### src/rtl/imm_pack_pkg.sv
// rtl/imm_pack_pkg.sv - shared extender op codes, packer states and range helpers
package imm_pack_pkg;

    // Extender operations applied to a 16-bit immediate
    typedef enum logic [1:0] {
        EOP_SIGN  = 2'd0,   // sign-extend to 32 bits
        EOP_ZERO  = 2'd1,   // zero-extend to 32 bits
        EOP_UPPER = 2'd2,   // place in bits 31:16 (lui)
        EOP_SHL2  = 2'd3    // sign-extend then shift left by 2 (branch offset)
    } eop_t;

    // Packer output state
    typedef enum logic [1:0] {
        ST_EMPTY = 2'd0,    // no beat presented
        ST_FINAL = 2'd1,    // presenting a last beat
        ST_HIGH  = 2'd2     // presenting the upper half of a pair; low half held in lo
    } state_t;

    // True when the value survives a 16-bit sign-extend round trip
    function automatic logic fits_s16(input logic [31:0] v);
        return v[31:16] == {16{v[15]}};
    endfunction

endpackage

### src/rtl/imm_classify.sv
// rtl/imm_classify.sv - combinational classifier choosing first-beat fields for a value
//
// Ports:
//   in_val   : value to encode
//   in_kind  : 0 = data constant, 1 = branch byte offset
//   imm_a    : immediate of the first (or only) beat
//   eop_a    : extender op of the first (or only) beat
//   two_beat : value needs an upper beat followed by a zero-extended low beat
//   err      : branch offset not representable (always 0 for data)
import imm_pack_pkg::*;

module imm_classify (
    input  logic [31:0] in_val,
    input  logic        in_kind,
    output logic [15:0] imm_a,
    output eop_t        eop_a,
    output logic        two_beat,
    output logic        err
);

    always_comb begin
        imm_a    = in_val[31:16];
        eop_a    = EOP_UPPER;
        two_beat = 1'b0;
        err      = 1'b0;
        if (in_kind) begin
            // Word-aligned offset reachable by an 18-bit signed byte displacement
            imm_a = in_val[17:2];
            eop_a = EOP_SHL2;
            err   = !((in_val[1:0] == 2'b00) && (in_val[31:17] == {15{in_val[17]}}));
        end else if (fits_s16(in_val)) begin
            imm_a = in_val[15:0];
            eop_a = EOP_SIGN;
        end else if (in_val[31:16] == 16'h0000) begin
            imm_a = in_val[15:0];
            eop_a = EOP_ZERO;
        end else if (in_val[15:0] != 16'h0000) begin
            // Upper half goes first; the low half follows as a zero-extended beat
            two_beat = 1'b1;
        end
    end

endmodule

### src/rtl/imm_pack.sv
// rtl/imm_pack.sv - immediate packer emitting one or two {imm, eop} beats per value
//
// Ports:
//   clk, reset           : rising-edge clock, synchronous active-high reset
//   in_valid/in_ready    : input handshake
//   in_val, in_kind      : value to encode and its kind (0 data, 1 branch offset)
//   out_valid/out_ready  : output handshake
//   out_imm, out_eop     : immediate field and extender op of the presented beat
//   out_last             : final beat of the current input
//   out_err              : branch offset not representable; consumer drops the beat
import imm_pack_pkg::*;

module imm_pack (
    input  logic        clk,
    input  logic        reset,
    input  logic        in_valid,
    output logic        in_ready,
    input  logic [31:0] in_val,
    input  logic        in_kind,
    output logic        out_valid,
    input  logic        out_ready,
    output logic [15:0] out_imm,
    output logic [1:0]  out_eop,
    output logic        out_last,
    output logic        out_err
);

    state_t      state;
    logic [15:0] lo;

    logic [15:0] c_imm;
    eop_t        c_eop;
    logic        c_two;
    logic        c_err;

    imm_classify u_classify (
        .in_val   (in_val),
        .in_kind  (in_kind),
        .imm_a    (c_imm),
        .eop_a    (c_eop),
        .two_beat (c_two),
        .err      (c_err)
    );

    // A new input may replace the final beat in the same cycle it is consumed
    assign in_ready  = (state == ST_EMPTY) || ((state == ST_FINAL) && out_ready);
    assign out_valid = (state != ST_EMPTY);

    always_ff @(posedge clk) begin
        if (reset) begin
            state    <= ST_EMPTY;
            lo       <= 16'h0000;
            out_imm  <= 16'h0000;
            out_eop  <= 2'd0;
            out_last <= 1'b0;
            out_err  <= 1'b0;
        end else if (in_valid && in_ready) begin
            out_imm  <= c_imm;
            out_eop  <= c_eop;
            out_last <= !c_two;
            out_err  <= c_err;
            lo       <= in_val[15:0];
            state    <= c_two ? ST_HIGH : ST_FINAL;
        end else if ((state == ST_HIGH) && out_ready) begin
            out_imm  <= lo;
            out_eop  <= EOP_ZERO;
            out_last <= 1'b1;
            out_err  <= 1'b0;
            state    <= ST_FINAL;
        end else if ((state == ST_FINAL) && out_ready) begin
            state    <= ST_EMPTY;
        end
    end

endmodule

### config.mk
export PLATFORM = sky130hd
export DESIGN_NAME = imm_pack
export DESIGN_NICKNAME = d
export VERILOG_FILES = /design/src/rtl/imm_pack_pkg.sv /design/src/rtl/imm_classify.sv /design/src/rtl/imm_pack.sv
export SDC_FILE = /design/constraint.sdc
export NUM_CORES = 1
export LEC_CHECK = 0
export ABC_AREA = 1
export CELL_PAD_IN_SITES_DETAIL_PLACEMENT = 1
export CELL_PAD_IN_SITES_GLOBAL_PLACEMENT = 2
export CORE_UTILIZATION = 27
export CTS_BUF_LIST = sky130_fd_sc_hd__clkbuf_8 sky130_fd_sc_hd__clkbuf_16
export CTS_CLUSTER_DIAMETER = 50
export DETAILED_ROUTE_END_ITERATION = 16
export PLACE_DENSITY_LB_ADDON = 0.3
export SLEW_MARGIN = 0
export SYNTH_ARGS = -nofsm -noshare
export SYNTH_HDL_FRONTEND = slang
export SYNTH_SLANG_ARGS = --single-unit
### constraint.sdc
create_clock -name clk -period 3.4 [get_ports clk]
set_clock_uncertainty 0.1 [all_clocks]
set_input_delay 0.68 -clock clk [delete_from_list [all_inputs] [get_ports clk]]
set_output_delay 0.68 -clock clk [all_outputs]
set_load 0.05 [all_outputs]
==> results of run 1 <==
cell usage after synthesis:
cell / number
sky130_fd_sc_hd__nand2_1: 100
sky130_fd_sc_hd__inv_1: 42
sky130_fd_sc_hd__nand3_1: 42
sky130_fd_sc_hd__dfxtp_1: 38
sky130_fd_sc_hd__a21oi_1: 34
sky130_fd_sc_hd__nor2_1: 28
sky130_fd_sc_hd__o21ai_0: 15
sky130_fd_sc_hd__a21oi_2: 5
sky130_fd_sc_hd__a21boi_0: 4
sky130_fd_sc_hd__buf_2: 4
sky130_fd_sc_hd__nand3_2: 4
sky130_fd_sc_hd__nand3b_1: 4
sky130_fd_sc_hd__nand4_1: 4
sky130_fd_sc_hd__buf_4: 3
sky130_fd_sc_hd__buf_6: 3
sky130_fd_sc_hd__clkbuf_1: 3
sky130_fd_sc_hd__inv_2: 2
sky130_fd_sc_hd__nand2_2: 2
sky130_fd_sc_hd__nor3_1: 2
sky130_fd_sc_hd__a21oi_4: 1
sky130_fd_sc_hd__buf_8: 1
sky130_fd_sc_hd__clkbuf_2: 1
sky130_fd_sc_hd__nand2_4: 1
sky130_fd_sc_hd__nor2_4: 1
sky130_fd_sc_hd__nor2_8: 1
sky130_fd_sc_hd__or2_2: 1
state kept, by name, indices dropped and copies added (netlist names):
register  flops
lo           16
out_eop       2
out_err       1
out_imm      16
out_last      1
state         2
kinds of logic after synthesis:
family                 share of synthesized area, %
and+or+nand+nor                                38.5
AOI/OAI and AO/OA                              15.1
buffers and inverters                          12.3
DFF                                            34.2
routing by layer:
| metal | share of wire (%) | GRT usage (%) |
|---|---|---|
| met1 | 49 | 25.0 |
| met2 | 47 | 30.9 |
| met3 | 3.6 | 3.28 |
| met4 | 0.52 | 3.46 |
| met5 | 0 | 0 |
cell usage in the layout (no fill, tap or decap), drive strengths merged, types with 5 or more instances in the layout:
cell | Yosys | routed
clkdlybuf4s50 | 0 | 57
inv | 44 | 44
nand2 | 103 | 103
o21ai | 15 | 15
nand3 | 46 | 46
nor2 | 30 | 30
dfxtp | 38 | 38
clkbuf | 4 | 6
a21oi | 40 | 40
buf | 11 | 5
worst max path at each step:
stage	from	endpoint	slack (ns)	cells after the start
after floorplan	out_ready	out_imm[8]	1.36	9
after global placement	out_ready	out_imm[15]	0.60	10
after detailed placement	out_ready	out_imm[15]	0.56	10
after CTS	out_ready	out_imm[15]	0.87	10
after global routing	in_val[28]	out_imm[3]	0.72	10
final	out_ready	out_imm[15]	0.89	10
worst max-delay path: stages:
cell and delay [ns]:
sky130_fd_sc_hd__clkdlybuf4s50_1 0.50, sky130_fd_sc_hd__inv_2 0.06, sky130_fd_sc_hd__a21oi_4 0.21, sky130_fd_sc_hd__nand2_4 0.23, sky130_fd_sc_hd__nand2_1 0.12, sky130_fd_sc_hd__buf_4 0.19
sky130_fd_sc_hd__buf_4 0.26, sky130_fd_sc_hd__nand3_1 0.13, sky130_fd_sc_hd__a21oi_1 0.17, sky130_fd_sc_hd__nor2_1 0.05
power breakdown:
part           leakage [nW]  internal [mW]  switching [mW]  total [mW]
Sequential            0.313          0.484          0.0197       0.504
Combinational         0.895          0.138           0.245       0.383
Clock                0.0472          0.163           0.174       0.337
final cells by class:
class	instances	area, sq um	share of cell area, %
multi-input combinational	249	1190	40.4
sequential	38	761	25.8
timing repair buffer	62	608	20.6
inverter	44	165	5.60
tap	102	128	4.33
clock buffer	6	82.6	2.80
clock inverter	2	12.5	0.424
per-stage QoR:
step	hold WS (ns)	setup slack, ns
finish	0.377	0.888
global route	0.399	0.721
CTS	0.379	0.875
detailed placement	0.366	0.560
global placement	0.360	0.604
floorplan	0.351	1.36
==> impl_metrics.py, run 1 <==
metrics = {
    "outcome": {
        "status": "completed",
    },
    "power_and_ir_drop": {
        "vdd_ir_drop_max_v": 0.000161,
        "design_power_total_mw": 1.22,
        "static_power_due_to_leakage_nw": 1.26,
        "pwr_density_cell_mw_per_mm2": 415,
    },
    "synth": {
        "cell_type_with_the_highest_aggregate_area_in_the_netlist": "sky130_fd_sc_hd__dfxtp_1",
        "syn_inst": 346,
        "synth_nets": 383,
        "post_synth_instance_area_sq_mm": 0.00223,
        "yosys-top-cells-area": "sky130_fd_sc_hd__dfxtp_1 34%, sky130_fd_sc_hd__nand2_1 17%, sky130_fd_sc_hd__nand3_1 9.4%",
        "top_cell_type_s_share_of_synthesized_area_pct": 34.2,
        "ys_types": 26,
        "syn_area_per_cell_sq_um": 6.43,
        "ys.warnings.count": 0,
        "yosys_register_bits": 38,
        "synth-seq-area-share_pct": 34.2,
    },
    "cells_and_area": {
        "antenna-diode-count": 0,
        "fill_cells": 1032,
        "area_grow_syn2layout_pct": 32.5,
        "final_design_area_no_fill_sq_mm": 0.00295,
        "final_layout_size_suffix_gt1_share_pct": 7.73,
        "fin_nets": 437,
        "layoutNonFillerInstCount": 503,
        "utilization_pct": 37.6,
    },
    "floorplan": {
        "placementRows": 32,
        "core_sq_mm": 0.00785,
        "fp.dieArea_sq_mm": 0.00861,
        "die_width_microns": 92.8,
        "die_y_microns": 92.8,
        "ioPinCount": 59,
        "initial_core_utilization_pct": 28.4,
    },
    "timing": {
        "finalHoldViolations": 0,
        "final_min_period_over_clock_period_pct": 73.9,
        "slew_worst_pin_ns": 0.505,
        "slew_viol_final": 0,
        "relSlewSlack_pct": 66.2,
        "maximum_clock_frequency_mhz": 398,
        "min_period_ns": 2.51,
        "rsz_0062_raised_after_global_routing": "no",
        "finalSetupViolCount": 0,
        "total_negative_slack_ns": 0,
    },
    "cts": {
        "clk_transition_reported_paths_ns": 0.08,
        "cts_hold_buf": 0,
        "post_cts_resize_count": 0,
        "cts.root.buffer_cell": "sky130_fd_sc_hd__clkbuf_8",
        "tritoncts_num_sinks": 38,
        "htreeDepth": 2,
        "cts_tree": "built",
        "clk-insertion-delay-late_ns": 0.29,
        "post_cts.repair.setup_buffers": 0,
        "cts-buffers-inserted": 5,
        "cts.path.max_buffers": 2,
    },
    "routing": {
        "finalWirelength_mm": 7.49,
        "dr_total_vias": 2369,
        "drtPass1Iterations": 4,
        "wl_per_cell_microns": 14.9,
        "drt-initial-drc-count": 113,
        "via_per_inst": 4.71,
        "drc_errors": 0,
        "postRouteAntennaNets": 0,
    },
    "worst_setup_path": {
        "worst-endpoint-required_ns": 3.49,
        "reg2regPathDepth": 8,
        "worst_reg2reg_setup_slack_ns": 1.44,
        "rr_endpoint": "out_imm[15]",
        "cp_max_fo": 21,
        "setup.worst_path.class": "primary input to flop",
        "critical_path.endpoint_type": "flop",
        "timing.critical_path.from_type": "primary input",
        "origin_of_the_critical_flop_to_flop_path": "state[0]",
        "worst_ep_arrival_time_ns": 2.60,
    },
    "placed_design": {
        "dpl-instance-area_sq_mm": 0.00285,
        "detailed_placer_s_ending_hpwl_mm": 5.67,
        "dp.cells": 495,
        "gp_congestion": 0.790,
        "io_buffers": 58,
    },
    "global_routing": {
        "grt_max_degree": 32,
        "first_global_vias": 2427,
        "grt_first_pass_wirelength_mm": 12.5,
        "grt_antenna_before_repair": 0,
        "overflow": 0,
        "groute.usage.overall_pct": 18.5,
    },
    "hold_path": {
        "hold_path_class": "flop to flop",
        "hold-path-cell-count": 2,
        "min_from": "out_last",
        "worst_hold_path.endpoint": "out_last",
    },
    "flow_run": {
        "drv.max_cap_violation_count": 0,
    },
}
Note: power is estimated with default switching activity, not from simulation.
==> run 2, diff against run 1 <==
--- a/config.mk
+++ b/config.mk
@@ -8,7 +8,7 @@
 export ABC_AREA = 1
 export CELL_PAD_IN_SITES_DETAIL_PLACEMENT = 1
 export CELL_PAD_IN_SITES_GLOBAL_PLACEMENT = 2
-export CORE_UTILIZATION = 27
+export CORE_UTILIZATION = 23
 export CTS_BUF_LIST = sky130_fd_sc_hd__clkbuf_8 sky130_fd_sc_hd__clkbuf_16
 export CTS_CLUSTER_DIAMETER = 50
 export DETAILED_ROUTE_END_ITERATION = 16
==> constraint.sdc (replaced) <==
create_clock -name clk -period 2.3 [get_ports clk]
set_clock_uncertainty 0.1 [all_clocks]
set_input_delay 0.46 -clock clk [delete_from_list [all_inputs] [get_ports clk]]
set_output_delay 0.46 -clock clk [all_outputs]
set_load 0.05 [all_outputs]
==> run 2 against run 1 <==
Compared with the run above:
- utilization decreased by 3.8 points
- clock power increased by 65%
- routed wire length increased by 4.4%
- critical path type is now flop to primary output
- non-clock buffer count increased by 13
- first-iteration DRC count decreased by 24%
- via count increased by 2.7%
- cell count increased by 8.0%
- critical path depth decreased by 8
- largest power group unchanged
==> impl_metrics.py, run 2 (same netlist as run 1, synthesis figures left out) <==
metrics = {
    "hold_path": {
        "hold_path_class": "flop to flop",
        "min_from": "out_last",
    },
    "worst_setup_path": {
        "endpoint": "out_valid",
        "rr_endpoint": "out_imm[0]",
        "worst_ep_arrival_time_ns": 1.66,
        "timing.critical_path.from_type": "flop",
        "setup.worst_path.class": "flop to primary output",
        "slowest_delay_ns": 0.71,
        "worst-endpoint-required_ns": 1.74,
        "critical_path.slowest_cell": "sky130_fd_sc_hd__clkdlybuf4s50_1",
        "origin_of_the_critical_flop_to_flop_path": "state[0]",
        "worst_reg2reg_setup_slack_ns": 0.65,
        "crit_path_start": "state[0]",
        "timing.critical_path.cells": "or2_2 > clkdlybuf4s50_1",
        "reg2regPathDepth": 7,
        "critical_path.endpoint_type": "primary output",
        "cp_max_fo": 4,
    },
    "global_routing": {
        "groute.usage.overall_pct": 16.6,
        "first_global_vias": 2574,
        "grt_antenna_before_repair": 0,
        "overflow": 0,
        "grt_first_pass_wirelength_mm": 12.9,
        "grt_max_degree": 31,
    },
    "cells_and_area": {
        "area_grow_syn2layout_pct": 41.7,
        "antenna-diode-count": 0,
        "layout.cells.most_common": "sky130_fd_sc_hd__nand2_1",
        "mostFrequentLayoutCells": "100 x sky130_fd_sc_hd__nand2_1, 57 x sky130_fd_sc_hd__clkdlybuf4s50_1, 44 x sky130_fd_sc_hd__inv_1, 42 x sky130_fd_sc_hd__nand3_1, 38 x sky130_fd_sc_hd__dfxtp_1",
        "final_layout_size_suffix_gt1_share_pct": 10.1,
        "reg_top3": "lo: 16 flops, out_imm: 16 flops",
        "fin_nets": 450,
        "utilization_pct": 33.8,
    },
    "placed_design": {
        "detailed_placer_s_ending_hpwl_mm": 6.01,
        "io_buffers": 58,
        "gp_congestion": 0.737,
        "pre_cts_ws_ns": -0.0209,
    },
    "routing": {
        "postRouteAntennaNets": 0,
        "drtPass1Iterations": 4,
        "finalWirelength_mm": 7.81,
        "via_per_inst": 4.48,
        "dr_total_vias": 2434,
        "drt-initial-drc-count": 86,
        "wl_per_cell_microns": 14.4,
        "drc_errors": 0,
    },
    "floorplan": {
        "die_width_microns": 100,
        "placementRows": 35,
        "initial_core_utilization_pct": 23.9,
        "die_y_microns": 100,
        "ioPinCount": 59,
        "fp.dieArea_sq_mm": 0.0101,
        "core_sq_mm": 0.00933,
    },
    "timing": {
        "finalHoldViolations": 0,
        "slew_worst_pin_ns": 0.508,
        "post-route-worst-setup-slack_ns": 0.0767,
        "maximum_clock_frequency_mhz": 450,
        "slew_viol_final": 0,
        "whs_ns": 0.370,
        "min_period_ns": 2.22,
        "finalSetupViolCount": 0,
        "rsz_0062_raised_after_global_routing": "no",
        "final_min_period_over_clock_period_pct": 96.7,
        "relSlewSlack_pct": 66.0,
    },
    "cts": {
        "post_cts.repair.setup_buffers": 0,
        "clk_transition_reported_paths_ns": 0.07,
        "cts_hold_buf": 0,
        "cts.path.max_buffers": 2,
        "clk-insertion-delay-late_ns": 0.29,
        "tritoncts_num_sinks": 38,
        "cts-buffers-inserted": 5,
        "cts_tree": "built",
        "htreeDepth": 2,
        "cts.root.buffer_cell": "sky130_fd_sc_hd__clkbuf_8",
        "post_cts_resize_count": 0,
    },
    "power_and_ir_drop": {
        "pwr_density_cell_mw_per_mm2": 605,
        "power_switching_share_pct": 33.5,
        "pwr-share-comb_pct": 31.9,
        "clock_power_share_pct": 29.1,
        "power_switching_mw": 0.639,
        "static_power_due_to_leakage_nw": 1.35,
        "cell_internal_pwr_mw": 1.27,
        "vdd_ir_drop_max_v": 0.000271,
        "p_seq_share_pct": 39.0,
    },
    "outcome": {
        "status": "completed",
    },
    "flow_run": {
        "drv.max_cap_violation_count": 0,
    },
}
run 2: area by class of cell:
cell class              instances  area [sq um]
fillers                      1196          6170
multi-input cells             249          1190
repair buffers                 75           768
flip-flops and latches         38           761
inverters                      44           165
well taps                     129           161
clock buffers                   5          68.8
clock inverters                 3          37.5
run 2: layer usage:
layer	global-route usage [%]	share of wire (%)
met5	0	0
met4	2.68	0.41
met3	2.65	2.8
met2	29.0	47
met1	21.8	50
run 2: worst max-delay path, delay by kind of cell, from the launching register on:
family	cells	cell delay [ns]
buf+inv	1	0.71
simple gates	1	0.31
flops	1	0.36
run 2: stage by stage:
stage          total power [mW]  std cells  setup TNS [ns]  area (sq um)
2_1_floorplan              1.11        346               0          2230
3_3_place_gp               1.37        535               0          3050
3_5_place_dp               1.37        535         -0.0409          3050
4_1_cts                    1.94        543               0          3150
5_1_grt                    2.02        543               0          3150
6_report                   1.91        543               0          3150
run 2: power by group through the flow:
stage / Combinational (mW) / Sequential [mW] / Clock (mW)
after detailed placement: 0.614 / 0.759 / 0
after global routing: 0.663 / 0.751 / 0.601
after CTS: 0.617 / 0.745 / 0.577
final: 0.609 / 0.743 / 0.555
after floorplan: 0.234 / 0.877 / 0
after global placement: 0.611 / 0.759 / 0
run 2: worst min-delay path by stage:
stage                       endpoint  cells after the start
after global routing        out_last                      2
after floorplan               lo[10]                      2
final                       out_last                      2
after CTS                   out_last                      2
after global placement    out_eop[1]                      2
after detailed placement     out_err                      2
